[config.mk]
export PLATFORM = sky130hd
export DESIGN_NAME = display_flat
export DESIGN_NICKNAME = d
export VERILOG_FILES = /design/src/rtl/craps_pkg.sv /design/src/rtl/display_if.sv /design/src/rtl/seg7_decode.sv /design/src/rtl/display.sv /design/src/flat_wrapper.sv
export SDC_FILE = /design/constraint.sdc
export NUM_CORES = 1
export LEC_CHECK = 0
export ABC_CLOCK_PERIOD_IN_PS = 1000
export CORE_AREA = 2 2 48 50
export DETAILED_ROUTE_END_ITERATION = 10
export DIE_AREA = 0 0 50 52
export PLACE_DENSITY = 0.78
export SYNTH_ARGS = -nofsm -noshare
export SYNTH_HDL_FRONTEND = slang
export SYNTH_HIERARCHICAL = 1
export SYNTH_SLANG_ARGS = --single-unit
[constraint.sdc]
create_clock -name clock -period 1 [get_ports clock]
set_input_delay 0.2 -clock clock [delete_from_list [all_inputs] [get_ports clock]]
set_output_delay 0.2 -clock clock [all_outputs]
set_load 0.02 [all_outputs]
[src/rtl/craps_pkg.sv]
// Shared constants and types for the craps dice seven-segment display.
// Patterns are stored active-low as {g,f,e,d,c,b,a}; inversion happens in the decoder.
package craps_pkg;

  typedef logic [2:0] die_t;

  localparam logic [6:0] SEG_BLANK = 7'h7F;
  localparam logic [6:0] SEG_DASH  = 7'h3F;

  // Values 0 and 7 are not legal dice faces, so they show a dash.
  localparam logic [6:0] SEG_PATTERN [8] = '{
    SEG_DASH, 7'h79, 7'h24, 7'h30, 7'h19, 7'h12, 7'h02, SEG_DASH
  };

endpackage

[src/rtl/display_if.sv]
// Bus between the dice/roller logic and the two-digit display driver.
interface display_if;
  import craps_pkg::*;

  logic       clock_en;
  die_t       dice1;
  die_t       dice2;
  logic [6:0] HEX0;
  logic [6:0] HEX1;

  modport master (output clock_en, dice1, dice2, input HEX0, HEX1);
  modport slave  (input clock_en, dice1, dice2, output HEX0, HEX1);

endinterface

[src/rtl/seg7_decode.sv]
// Combinational die value to seven-segment pattern, with selectable polarity.
module seg7_decode
  import craps_pkg::*;
#(
  parameter bit ACTIVE_LOW = 1'b1
) (
  input  die_t       value,
  output logic [6:0] segments
);

  logic [6:0] pattern_low;

  assign pattern_low = SEG_PATTERN[value];
  assign segments    = ACTIVE_LOW ? pattern_low : ~pattern_low;

endmodule

[src/rtl/display.sv]
// Registered two-digit die display: both digits captured together on clock_en.
// Outputs stay blank from reset until the first capture.
module display
  import craps_pkg::*;
#(
  parameter bit ACTIVE_LOW = 1'b1
) (
  input  logic       clock,
  input  logic       reset,
  display_if.slave   bus
);

  localparam logic [6:0] BLANK = ACTIVE_LOW ? SEG_BLANK : ~SEG_BLANK;

  logic [6:0] dec0;
  logic [6:0] dec1;
  logic [6:0] hex0_q;
  logic [6:0] hex1_q;
  logic       valid;

  seg7_decode #(.ACTIVE_LOW(ACTIVE_LOW)) u_dec0 (.value(bus.dice1), .segments(dec0));
  seg7_decode #(.ACTIVE_LOW(ACTIVE_LOW)) u_dec1 (.value(bus.dice2), .segments(dec1));

  always_ff @(posedge clock or posedge reset) begin
    if (reset) begin
      hex0_q <= BLANK;
      hex1_q <= BLANK;
      valid  <= 1'b0;
    end else if (bus.clock_en) begin
      hex0_q <= dec0;
      hex1_q <= dec1;
      valid  <= 1'b1;
    end
  end

  assign bus.HEX0 = valid ? hex0_q : BLANK;
  assign bus.HEX1 = valid ? hex1_q : BLANK;

endmodule

[src/flat_wrapper.sv]
// flat-port wrapper written by rule: the top's interface ports become plain ports
module display_flat import craps_pkg::*;
#(
  parameter bit ACTIVE_LOW = 1'b1
)
  (clock, reset, bus_clock_en, bus_dice1, bus_dice2, bus_HEX0, bus_HEX1);
  display_if bus_i ();
  input  logic clock;
  input  logic reset;
  input wire logic [$bits(bus_i.clock_en)-1:0] bus_clock_en;
  input wire logic [$bits(bus_i.dice1)-1:0] bus_dice1;
  input wire logic [$bits(bus_i.dice2)-1:0] bus_dice2;
  output wire logic [$bits(bus_i.HEX0)-1:0] bus_HEX0;
  output wire logic [$bits(bus_i.HEX1)-1:0] bus_HEX1;
  assign bus_i.clock_en = bus_clock_en;
  assign bus_i.dice1 = bus_dice1;
  assign bus_i.dice2 = bus_dice2;
  assign bus_HEX0 = bus_i.HEX0;
  assign bus_HEX1 = bus_i.HEX1;
  display #(.ACTIVE_LOW(ACTIVE_LOW)) u_core (.clock(clock), .reset(reset), .bus(bus_i));
endmodule
==> impl_summary.txt <==
----------------------------------------------------
[Run status]
  Status ... complete, but fails checks
  Failing checks ... setup timing

[Routing]
  Residual DRC ... 0
  Total via count in the routed design ... 642
  Detailed-route wire length per cell ... 12.6 um
  Post-DR vias/cell ... 4.62
  Drt total wl ... 1.76 mm
  Post-DRT Antenna Nets ... 0
  First-pass iteration count of the detailed router ... 1
  Iteration-0 DRC Markers ... 0

[Yosys]
  Number of synthesized register bits ... 15
  Mean post-synth cell area ... 12.3 um^2
  Synthesis warning total ... 6
  Netlist cell types ... 18
  Sequential element share of the synthesized area ... between 40% and 50%
  Number of flops mapped to enable cells by yosys ... 0
  Top flip-flop cell by instance count after synthesis ... sky130_fd_sc_hd__dfstp_2
  Synthesized Nets ... between 90 and 100
  Gate count after technology mapping ... 78
  Synth Cell Area ... approximately 960 um^2
  Fraction of registers with async set/reset ... 100%

[Power]
  Max VDD drop ... 0.894 mV
  Power per unit of standard cell area ... 1220 nW/um^2
  Static leakage ... ~0.00070 uW

[CTS]
  Worst-path clk slew ... approximately 80 ps
  Later-pin clock latency in the skew report ... around 290 ps
  Total CTS buffers ... 3
  Worst-case clock buffer depth ... 2
  CTS Root Cell ... sky130_fd_sc_hd__clkbuf_4
  Maximum level of the CTS H-tree ... 1
  TritonCTS Sinks ... 15
  Cts hold-fix bufs ... 0
  CTS tree ... done

[Timing]
  Slew headroom ... a little under nine tenths
  Worst Tran Pin Value ... around 210 ps
  Peak Freq ... 744 MHz
  Setup repair after global routing missed its margin ... true
  Slew Limit Fails ... 0
  Total count of hold-check failures in the final report ... 0
  Count of final setup violators ... 14
  Accumulated negative setup slack ... -4300 ps
  Post-route worst hold slack ... about 220 ps
  Final worst path period share ... 134%
  Setup Skew ... 0 ps
  Setup WS post-layout ... -344 ps
  Final critical delay including setup and external delays ... 1340 ps

[Floorplanning]
  Width of the chip ... 50 um
  Core Footprint ... between 2000 and 2500 um^2
  I/O pins ... 23
  Initial standard-cell utilization of the core ... between 40% and 50%
  Overall die area ... 2600 um^2
  DIE HEIGHT ... around 52 um
  Number of rows created at floorplan ... 17

[Placed design]
  Half-perimeter wire length after placement ... around 1.2 mm
  Placed cell count ... approximately 130
  Worst Setup Slack post-DPL ... -546 ps
  GP Congestion ... a little under 0.7
  # port buffers ... 22

[GRT]
  Overall global routing resource usage ... 15.5%
  Wire length of the first global-routing pass ... ~2.9 mm
  Antenna violations before repair ... 0
  Number of global-route vias before repair ... 650
  Largest net degree at the start of global routing ... 16
  Overflow after GRT ... 0

[Critical path]
  WS Path Type ... reg -> out
  Crit path capture type ... primary output
  Buffers plus inverters on the worst setup path ... 1
  Kind of start point of the critical path ... flip-flop
  Cell-by-cell listing of the critical path ... or2b_4, buf_6
  Critical Path Stages ... 2
  Reg2reg path depth ... 2
  Top fanout value on the critical path ... 7
  Delay of the slowest critical-path stage ... around 440 ps
  Top delay family on crit path ... flip-flops
  Arrival time worst endpoint ... approximately 1100 ps
  Critical path required time ... 800 ps
  Worst-path cell with the longest stage delay ... sky130_fd_sc_hd__dfrtp_2

[Layout]
  Final-stage net count ... around 130
  Layout cell share with drive strength beyond 1 ... 64.0%
  Count of filler cells inserted in the layout ... ~150
  Utilization after layout ... between 60% and 70%
  Number of diodes added for antenna fixing ... 0
  Growth of design area from synthesis to finish ... 46.7%
  Layout Cells excl Fill ... around 140

[Job]
  Max Cap Viol ... 0

[Hold path]
  Worst min-delay path category ... in -> async

----------------------------------------------------
layout make-up:
class                   instances  area, um^2  share of cell area, %
clock buffers                   4        26.3                   1.86
inverters                       7        26.3                   1.86
multi-input cells              51         553                   39.2
flip-flops and latches         15         394                   27.9
well taps                      28        35.0                   2.48
repair buffers                 34         377                   26.7
layer usage:
layer | share of wire, % | global-route usage (%) | routed length [um] | vias to the layer above
met5 | 0 | 0 | 0 | -
met4 | 2.6 | 11.1 | 46 | 0
met3 | 4.5 | 4.31 | 79 | 5
met2 | 53 | 26.1 | 934 | 16
met1 | 40 | 16.8 | 694 | 309
li1 | - | - | - | 312
cells by family (layout without fill, tap and decap cells):
family	after synthesis	in the layout	synth area share (%)
mux	16	16	22.0
fa+ha+maj	10	10	13.0
compound gates	4	4	2.60
flops	15	15	40.8
simple gates	21	21	13.5
buf+inv	12	45	8.06
final timing paths:
kind | from | to | slack, ps
setup / recovery | u_core/valid | bus_HEX0[2] | -340
max in group asynchronous | reset | u_core/hex1_q[1] | 580
min in group clock | bus_clock_en | u_core/valid | 450
hold / removal | reset | u_core/valid | 220
setup reg to reg | u_core/hex0_q[0] | u_core/hex0_q[0] | 180
hold reg to reg | u_core/valid | u_core/valid | 590
power breakdown:
part           switching (uW)  internal [uW]
clock network             190            155
logic                     248            373
registers                35.1            722
total                     473           1250
through the flow:
stage / instance area, um^2 / power [uW]
3_3_place_gp: 1290 / 1320
3_5_place_dp: 1290 / 1330
6_report: 1410 / 1720
5_1_grt: 1410 / 1830
2_1_floorplan: 992 / 1090
4_1_cts: 1370 / 1730
Yosys cell counts, types with 2 or more instances:
library cell / number / area share [%]
sky130_fd_sc_hd__a21oi_1: 2 / 1.0
sky130_fd_sc_hd__buf_4: 2 / 1.6
sky130_fd_sc_hd__dfstp_2: 14 / 38
sky130_fd_sc_hd__ha_1: 10 / 13
sky130_fd_sc_hd__inv_1: 7 / 2.7
sky130_fd_sc_hd__mux2_2: 5 / 5.9
sky130_fd_sc_hd__mux2_4: 9 / 14
sky130_fd_sc_hd__mux2i_1: 2 / 2.1
sky130_fd_sc_hd__nand2b_1: 13 / 8.5
sky130_fd_sc_hd__nor2_1: 2 / 0.78
sky130_fd_sc_hd__nor2b_1: 2 / 1.3
sky130_fd_sc_hd__o21a_1: 2 / 1.6
sky130_fd_sc_hd__or2b_1: 3 / 2.3
state kept, by name, indices dropped and copies added, names as in the netlist:
name,count
u_core/hex1_q,7
u_core/valid,1
u_core/hex0_q,7
layout by cell type (no fill, tap or decap), types with 3 or more instances in the layout:
cell type / instances
sky130_fd_sc_hd__nand2b_1: 8
sky130_fd_sc_hd__buf_4: 8
sky130_fd_sc_hd__clkbuf_4: 3
sky130_fd_sc_hd__mux2_2: 5
sky130_fd_sc_hd__buf_6: 14
sky130_fd_sc_hd__clkdlybuf4s15_1: 3
sky130_fd_sc_hd__dfstp_2: 14
sky130_fd_sc_hd__inv_1: 3
sky130_fd_sc_hd__dlygate4sd2_1: 3
sky130_fd_sc_hd__mux2_4: 9
sky130_fd_sc_hd__nand2b_4: 5
sky130_fd_sc_hd__inv_2: 4
sky130_fd_sc_hd__ha_1: 9
sky130_fd_sc_hd__or2b_4: 3
worst register-to-register path, delay by kind of cell (launching register included):
kind / cells / cell delay [ps]
DFF: 1 / 380
muxes: 1 / 260
buffers and inverters: 1 / 120
repair_timing:
| action | in CTS | in global routing |
|---|---|---|
| endpoints found under the hold margin | 0 | 0 |
| resized for setup | 96 | 6 |
| buffers inserted | 1 | 0 |
| endpoints found under the setup margin | 28 | 19 |
| gates cloned | 0 | 1 |
No activity file was read; power rests on OpenSTA's default activity.
